`src/rtl/mp_pkg.sv`:
```
// Shared definitions for the multi-precision limb adder/subtractor.
// Holds the mode and state encodings and the limb-count and index-width helpers.
// It contains no logic of its own.
package mp_pkg;

  // Operation encodings. 2'b11 is reserved and behaves as an add.
  localparam logic [1:0] MODE_ADD  = 2'b00;
  localparam logic [1:0] MODE_SUB  = 2'b01;
  localparam logic [1:0] MODE_CSUB = 2'b10;

  typedef enum logic [1:0] {
    ST_IDLE = 2'd0,
    ST_RUN  = 2'd1,
    ST_DONE = 2'd2
  } state_e;

  // Number of limbs in an operand.
  function automatic int nlimb_f(input int width, input int limb);
    return width / limb;
  endfunction

  // Width of the limb index. It is at least one bit, so NLIMB=1 still gets a real register.
  function automatic int idx_w_f(input int n);
    return (n <= 1) ? 1 : $clog2(n);
  endfunction

  // Both subtract flavours run the adder with an inverted b and a carry-in of 1.
  function automatic logic is_sub_f(input logic [1:0] m);
    return (m == MODE_SUB) || (m == MODE_CSUB);
  endfunction

endpackage

```
`src/rtl/mp_limb_add.sv`:
```
// One limb of the datapath: {cout, sum} = a + (b ^ {LIMB{inv}}) + cin.
// Purely combinational. This is the single adder that sits on the critical path.
// It has no state and no handshake.
module mp_limb_add #(
  parameter int LIMB = 128
) (
  input  logic [LIMB-1:0] a_i,
  input  logic [LIMB-1:0] b_i,
  input  logic            inv_i,
  input  logic            cin_i,
  output logic [LIMB-1:0] sum_o,
  output logic            cout_o
);

  logic [LIMB-1:0] b_eff;

  // Invert b for subtraction. Combined with cin=1, this forms the two's complement.
  assign b_eff = b_i ^ {LIMB{inv_i}};

  // The adder is one bit wider than a limb, so its top bit is the limb carry.
  assign {cout_o, sum_o} = {1'b0, a_i} + {1'b0, b_eff} + (LIMB + 1)'(cin_i);

endmodule

```
`src/rtl/mp_limb_addsub.sv`:
```
// Multi-precision add / sub / conditional-sub. It resolves one LIMB per cycle and keeps a registered carry between limbs.
// Latency is NLIMB+1 cycles from an accepted start to the done pulse. busy is high for NLIMB cycles.
// start is accepted only in IDLE or DONE. A start during RUN is dropped, not queued.
module mp_limb_addsub
  import mp_pkg::*;
#(
  parameter int WIDTH = 512,
  parameter int LIMB  = 128
) (
  input  logic             clk,
  input  logic             resetn,
  input  logic             start_i,
  input  logic [1:0]       mode_i,
  input  logic [WIDTH-1:0] a_i,
  input  logic [WIDTH-1:0] b_i,
  output logic             busy_o,
  output logic             done_o,
  output logic [WIDTH-1:0] result_o,
  output logic             carry_out_o
);

  // WIDTH must be a multiple of LIMB. The limb walk below relies on that.
  localparam int NLIMB = nlimb_f(WIDTH, LIMB);
  localparam int KW    = idx_w_f(NLIMB);
  localparam logic [KW-1:0] K_LAST = KW'(NLIMB - 1);

  state_e           state_q;
  logic [WIDTH-1:0] a_q;
  logic [WIDTH-1:0] b_q;
  logic [WIDTH-1:0] res_q;
  logic [1:0]       mode_q;
  logic [KW-1:0]    k_q;
  logic             c_q;
  logic             carry_q;
  logic             busy_q;
  logic             done_q;

  logic [LIMB-1:0]  a_limb;
  logic [LIMB-1:0]  b_limb;
  logic [LIMB-1:0]  sum_d;
  logic             c_d;
  logic             sub;

  assign sub = is_sub_f(mode_q);

  // Operand limb mux. k_q never passes NLIMB-1 while RUN uses these values.
  assign a_limb = a_q[int'(k_q) * LIMB +: LIMB];
  assign b_limb = b_q[int'(k_q) * LIMB +: LIMB];

  mp_limb_add #(
    .LIMB (LIMB)
  ) u_add (
    .a_i    (a_limb),
    .b_i    (b_limb),
    .inv_i  (sub),
    .cin_i  (c_q),
    .sum_o  (sum_d),
    .cout_o (c_d)
  );

  // Control FSM and datapath registers. Outputs are registered here, apart from the final result mux.
  always_ff @(posedge clk) begin
    if (!resetn) begin
      state_q <= ST_IDLE;
      a_q     <= '0;
      b_q     <= '0;
      res_q   <= '0;
      mode_q  <= MODE_ADD;
      k_q     <= '0;
      c_q     <= 1'b0;
      carry_q <= 1'b0;
      busy_q  <= 1'b0;
      done_q  <= 1'b0;
    end else begin
      case (state_q)
        ST_RUN: begin
          res_q[int'(k_q) * LIMB +: LIMB] <= sum_d;
          c_q <= c_d;
          k_q <= k_q + KW'(1);
          if (k_q == K_LAST) begin
            carry_q <= c_d;
            busy_q  <= 1'b0;
            done_q  <= 1'b1;
            state_q <= ST_DONE;
          end
        end
        default: begin
          // IDLE and DONE both accept a new request. When DONE accepts one, operations run back-to-back.
          done_q <= 1'b0;
          if (start_i) begin
            a_q     <= a_i;
            b_q     <= b_i;
            mode_q  <= mode_i;
            k_q     <= '0;
            c_q     <= is_sub_f(mode_i);
            busy_q  <= 1'b1;
            state_q <= ST_RUN;
          end else begin
            state_q <= ST_IDLE;
          end
        end
      endcase
    end
  end

  // Conditional subtract that borrowed: show the untouched a. The mux is fed from registers only.
  assign result_o    = ((mode_q == MODE_CSUB) && !carry_q) ? a_q : res_q;
  assign carry_out_o = carry_q;
  assign busy_o      = busy_q;
  assign done_o      = done_q;

endmodule

```
`config.mk`:
```
export PLATFORM = sky130hd
export DESIGN_NAME = mp_limb_addsub
export DESIGN_NICKNAME = d
export VERILOG_FILES = /design/src/rtl/mp_pkg.sv /design/src/rtl/mp_limb_add.sv /design/src/rtl/mp_limb_addsub.sv
export SDC_FILE = /design/constraint.sdc
export NUM_CORES = 2
export LEC_CHECK = 0
export BUFFER_PORTS_ARGS = -buffer_cell sky130_fd_sc_hd__buf_4
export CORE_AREA = 8 8 590 592
export CTS_CLUSTER_DIAMETER = 60
export DETAILED_ROUTE_END_ITERATION = 7
export DIE_AREA = 0 0 598 600
export GPL_ROUTABILITY_DRIVEN = 1
export PLACE_DENSITY = 0.4
export SLEW_MARGIN = 5
export SYNTH_ARGS = -nofsm -noshare
export SYNTH_HDL_FRONTEND = slang
export SYNTH_SLANG_ARGS = --single-unit
```
`constraint.sdc`:
```
create_clock -name clk -period 9.3 [get_ports clk]
set_clock_uncertainty 0.2 [all_clocks]
set_input_delay 2.325 -clock clk [delete_from_list [all_inputs] [get_ports clk]]
set_output_delay 2.325 -clock clk [all_outputs]
set_load 0.02 [all_outputs]
```
; ---- Word-level counts from Yosys, hierarchy flattened
; Cells that the tools add are included.
[word_totals]
reg_bits = 1546
in_bits = 1029
output_inout_bits = 515
word_cells = 48
[op_classes]
n_addsub = 4
n_eq_ne = 7
n_shift = 4
muxes = 12
bitwise = 2
reduce_logical = 9
[ops]
columns = cell, count
row1 = $shiftx A512 B10 Y128, 2
row2 = $bwmux W512, 1
row3 = $mux W512, 1
row4 = $shift A128 B33 Y512 const A, 1
row5 = $shiftx A128 B33 Y512, 1
row6 = $add A128 B128 Y129, 1
row7 = $add A129 B1 Y129, 1
row8 = $xor A128 B128 Y128, 1
row9 = $neg A9 Y33, 1
row10 = $mux W2, 4
row11 = $reduce_and A2 Y1, 4
row12 = $eq A2 B1 Y1 const B, 3
row13 = $eq A2 B2 Y1 const B, 3
row14 = $mux W1, 6
row15 = $add A2 B1 Y2 const B, 1
row16 = $logic_or A1 B1 Y1, 2
row17 = $ne A2 B2 Y1 const B, 1
row18 = $reduce_bool A2 Y1, 1
row19 = $logic_and A1 B1 Y1, 1
row20 = $logic_not A1 Y1, 1
row21 = $not A1 Y1, 1

; ---- Logic depth before layout (Yosys ltp)
[logic_depth]
depth_word = 7
ltp_mapped = 20

; ---- Cells and area by module
; A second synthesis with hierarchy kept.
[unflattened]
cells_unflattened = 8797
hier_area_um2 = 77393.0
[by_module_without_submodules]
columns = mod, n_inst, cells_per_inst, area_per_inst_um2, seq_area_each_um2
row1 = mp_limb_addsub, 1, 7323, 67601.1, 30949.7
row2 = mp_limb_add, 1, 1474, 9791.9, 0.0

; ---- Least setup slack after synthesis
; OpenSTA, ideal clock, no wires.
[synth_path]
path_kind = register to register
startpoint = register k_q[0]
endpoint = register res_q[125]
t_arrival_ps = 5412
setup_slack_ps = 3564
stages_incl_launch_ff = 18
path_buffers = 5
synth_period_minus_slack_ps = 5736
path_cell_list = dfxtp_1 clkbuf_1 clkbuf_1 clkbuf_1 buf_1 mux4_2 ha_1 buf_2 nand4_1 nor4_1 nand2_1 or4_1 o21ai_1 nor2_1 a2111o_1 mux2_4 a211oi_4 o21ai_1
[synth_via]
elab_chain_len = 6
[synth_lines]
columns = item, line
row1 = start: declaration, mp_limb_addsub.sv:32  ; logic [KW-1:0] k_q;
row2 = start signal: assignment, mp_limb_addsub.sv:79  ; k_q <= k_q + KW'(1);
row3 = $shiftx A512 B10 Y128, mp_limb_addsub.sv:48  ; assign b_limb = b_q[int'(k_q) * LIMB +: LIMB];
row4 = $xor A128 B128 Y128, mp_limb_add.sv:18  ; assign b_eff = b_i ^ {LIMB{inv_i}};
row5 = $add A128 B128 Y129, mp_limb_add.sv:21  ; assign {cout_o, sum_o} = {1'b0, a_i} + {1'b0, b_eff} + (LIMB + 1)'(cin_i);
row6 = $add A129 B1 Y129, mp_limb_add.sv:21
row7 = $shiftx A128 B33 Y512, mp_limb_addsub.sv:77  ; res_q[int'(k_q) * LIMB +: LIMB] <= sum_d;
row8 = $bwmux W512 (*), mp_limb_addsub.sv:77
row9 = end signal: indexed assignment, mp_limb_addsub.sv:77
row10 = end: declaration, mp_limb_addsub.sv:30  ; logic [WIDTH-1:0] res_q;
; Mark *: on every way between the ends. The rest lies on a longest branch, timed or not.
; A chain may end at the register's enable or synchronous reset.

; ---- Worst setup path in the final report
[layout_path]
startpoint = register k_q[0]
endpoint = register res_q[69]
; Same word-level chain as after synthesis.

==> results.md <==
- Outcome: finished with violations
- Failing checks: slew limit
- P&R area growth vs syn: 30.3%
- Total die area: 359000 um2
- Post-synth EDFFs: 0
- Routed wire length: 458 mm
- CP required: 9.79 ns
- Mapped Nets: 9610
- Grt ovf: 0
- Final setup margin: 1.48 ns
- DRC: 0
- First-pass GRT wire length: 613 mm
- Final worst path period share: 84.1%
- Post-synthesis area per instance: 9.03 um2
- Fill cells: 36200
- Min-Delay Path Class: reg2reg
- Share of layout cells above drive strength 1: 28.8%
- Hold_sp: res_q[69]$_SDFFE_PN0P_
- Number of global-route vias before repair: 71200
- CTS Sinks: 1546
- Worst slew margin: -8.49%
- CTS tree: done
- Clock Tree Buf Depth: 4
- DIE HEIGHT: 600 um
- Post-route minimum period: 7.82 ns
- Worst EP arrival: 8.31 ns
- Ys flop type: dfxtp_1
- Placer's final routability congestion estimate: 0.922
- Least-Margin Pin Slew: 1.63 ns
- Post-Layout Cell Count: 14400
- Smallest hold slack: 0.248 ns
- Post-CTS Resized: 0
- Register area: 31000 um2
- Core Area: 338000 um2
- Dpl ws: 1.64 ns
- CTS H-tree lvls: 4
- # rows: 214
- Final setup violation count: 0
- RSZ-0062 raised after global routing: false
- Post-synthesis sequential area ratio: 40.6%
- Gate Count Post-Synth: 8445
- Post-CTS Setup Inserts: 0
- Maximum vdd drop: 0.131 mV
- CP Max Fanout: 20
- 1st-pass router iterations: 7
- Routed vias/inst: 4.88
- CP max-delay cell: nor3_2
- Die X: 598 um
- FF-to-FF path depth: 15
- Worst r2r dst: res_q[69]$_SDFFE_PN0P_
- Setup_tns: 0 ns
- Clock transition at path regs: 0.05 ns
- Skew-Pair Late Insertion Delay: 0.88 ns
- Distinct cells, synth: 80
- Initial antenna violation count: 121
- Synthesized cell area: 76300 um2
- I/O pin cnt: 1544
- R2R Setup Slk: 1.48 ns
- Critical path class: reg2reg
- Endpoint, Worst Hold: res_q[69]$_SDFFE_PN0P_
- Hold_buf cts: 0
- Worst path most repeated cell: o21ai_0
- Clock Root Buffer: clkbuf_16
- Detailed placement HPWL: 359 mm
- Critical Path Max Stage Delay: 1.04 ns
- Async set-or-reset flop fraction in the synthesized netlist: 0%
- Leak: 39.0 nW
- Final #Nets: 10800
- Cell count after placement: 13900
- Largest net degree at the start of global routing: 249
- Achievable frequency: 0.128 GHz
- CP endpoint kind: flip-flop
- Antenna-violating nets left: 0
- Initial core utilization: 22.5%
- Yosys warning count: 0
- Hold Path Cell Cnt: 2
- Startpoint Class: flip-flop
- I/O Buffers: 1543
- Number of buffers created by CTS: 212
- Pwr Density: 195 nW/um2
- Slew Viols, Final: 124
- Reg2Reg Launch Point: k_q[0]$_SDFFE_PN0P_
- Drt initial violations: 5501
- Total track usage: 24.2%
- Final Hold Fails: 0
- Vias: 70200
- Max Cap Viol: 0
- Area occupied by multi-input gates: 42800 um2
- Critical-path cell list: buf_4 > buf_4 > mux4_2 > xnor2_1 > ha_1 > nand2_1 > o21ai_0 > a21oi_1 > o21bai_1 > nor3_2 > o21ai_0 > a211oi_2 > nor3b_1 > a311oi_1 > o21ai_0
- Routed wire per std cell: 31.8 um
- FF+latch count, synth: 1546
## power by group
group | total, W | leakage [nW] | switching, W | internal (W)
clock | 0.00830 | 3.45 | 0.00342 | 0.00488
sequential | 0.00720 | 12.6 | 0.000261 | 0.00694
combinational | 0.00382 | 22.9 | 0.00249 | 0.00133
## synth_stat cells (all sizes together), types with 15 or more instances
| cell | count | share of area (%) |
|---|---|---|
| a21boi | 1044 | 10 |
| a21o | 66 | 0.65 |
| a21oi | 210 | 1.4 |
| a22o | 181 | 2.1 |
| a22oi | 200 | 2.0 |
| and2 | 34 | 0.28 |
| buf | 64 | 0.36 |
| clkbuf | 618 | 3.0 |
| dfxtp | 1546 | 41 |
| ha | 134 | 2.2 |
| inv | 30 | 0.15 |
| mux2 | 513 | 7.6 |
| mux4 | 256 | 7.6 |
| nand2 | 2353 | 12 |
| nand3 | 30 | 0.20 |
| nand4 | 80 | 0.66 |
| nor2 | 124 | 0.61 |
| nor2b | 206 | 1.7 |
| nor3 | 27 | 0.18 |
| nor4 | 19 | 0.18 |
| o21a | 31 | 0.31 |
| o21ai | 243 | 1.6 |
| o21bai | 26 | 0.26 |
| o31ai | 19 | 0.19 |
| or3 | 15 | 0.13 |
| xnor2 | 190 | 2.2 |
| xor2 | 56 | 0.64 |
## placed cells by master, fill, tap and decap left out, drive strengths merged, types with 34 or more instances in the layout
cell type  netlist  final
mux2           513    513
xor2            56     56
inv             30     55
nand4           80     80
and2            34     34
a22oi          200    200
a21o            66     66
a21oi          210    210
clkinv           0     46
clkbuf         618    294
nor2           124    124
diode            0     58
buf             64   1650
dfxtp         1546   1546
xnor2          190    190
ha             134    134
a22o           181    181
nand2         2353   2353
mux4           256    256
a21boi        1044   1044
o21ai          243    243
nor2b          206    206
## metrics by stage
step | cell area (um2) | utilization [%] | power [W]
after floorplan | 76300 | - | 0.00928
after global placement | 92200 | 27.2 | 0.0112
after detailed placement | 92200 | 27.2 | 0.0112
after CTS | 99200 | 29.3 | 0.0195
after global routing | 99300 | 29.4 | 0.0201
final | 99400 | 29.4 | 0.0193
## per-layer routing
metal	wire length (um)	GRT usage, %
met3	28600	5.00
met4	16000	8.36
met2	215000	40.1
met1	197000	31.2
met5	329	0
## layout make-up
class	instances	share of cell area (%)
clock inverter	92	0.976
clock buffer	294	6.09
sequential	1546	31.1
inverter	30	0.113
timing repair buffer	1650	12.8
antenna	58	0.146
tap	4536	5.71
multi-input combinational	6187	43.0
## state kept, by name (all words and copies together), names as in the netlist
register     flops
c_q              1
a_q            512
k_q              2
mode_q           2
b_q            512
carry_out_o      1
res_q          512
done_o           1
busy_o           1
state_q          2
## worst max-delay path: cells and delay by family, from the launching register on
family / cells / cell delay [ns]
AOI/OAI and AO/OA: 7 / 2.95
adders and majority gates: 1 / 0.43
and+or+nand+nor: 3 / 1.51
buffers and inverters: 2 / 0.69
xor gates and xnor gates: 1 / 0.58
muxes: 1 / 0.52
DFF: 1 / 0.68
## worst max path at each step
| stage | end | depth (start not counted) | from | slack [ns] |
|---|---|---|---|---|
| 2_1_floorplan | res_q[125]$_SDFFE_PN0P_ | 17 | k_q[0]$_SDFFE_PN0P_ | 3.56 |
| 3_3_place_gp | res_q[197]$_SDFFE_PN0P_ | 15 | k_q[0]$_SDFFE_PN0P_ | 1.65 |
| 3_5_place_dp | res_q[69]$_SDFFE_PN0P_ | 15 | k_q[0]$_SDFFE_PN0P_ | 1.64 |
| 4_1_cts | res_q[197]$_SDFFE_PN0P_ | 15 | k_q[0]$_SDFFE_PN0P_ | 1.62 |
| 5_1_grt | res_q[69]$_SDFFE_PN0P_ | 15 | k_q[0]$_SDFFE_PN0P_ | 1.19 |
| 6_report | res_q[69]$_SDFFE_PN0P_ | 15 | k_q[0]$_SDFFE_PN0P_ | 1.48 |
## cells by family after synthesis
group	after synthesis	synth area share, %
flops	1546	40.6
mux	770	15.2
buf+inv	712	3.55
compound gates	2104	19.7
fa+ha+maj	136	2.25
xor+xnor	246	2.83
simple gates	2931	15.9
(Power assumes the default switching activity.)
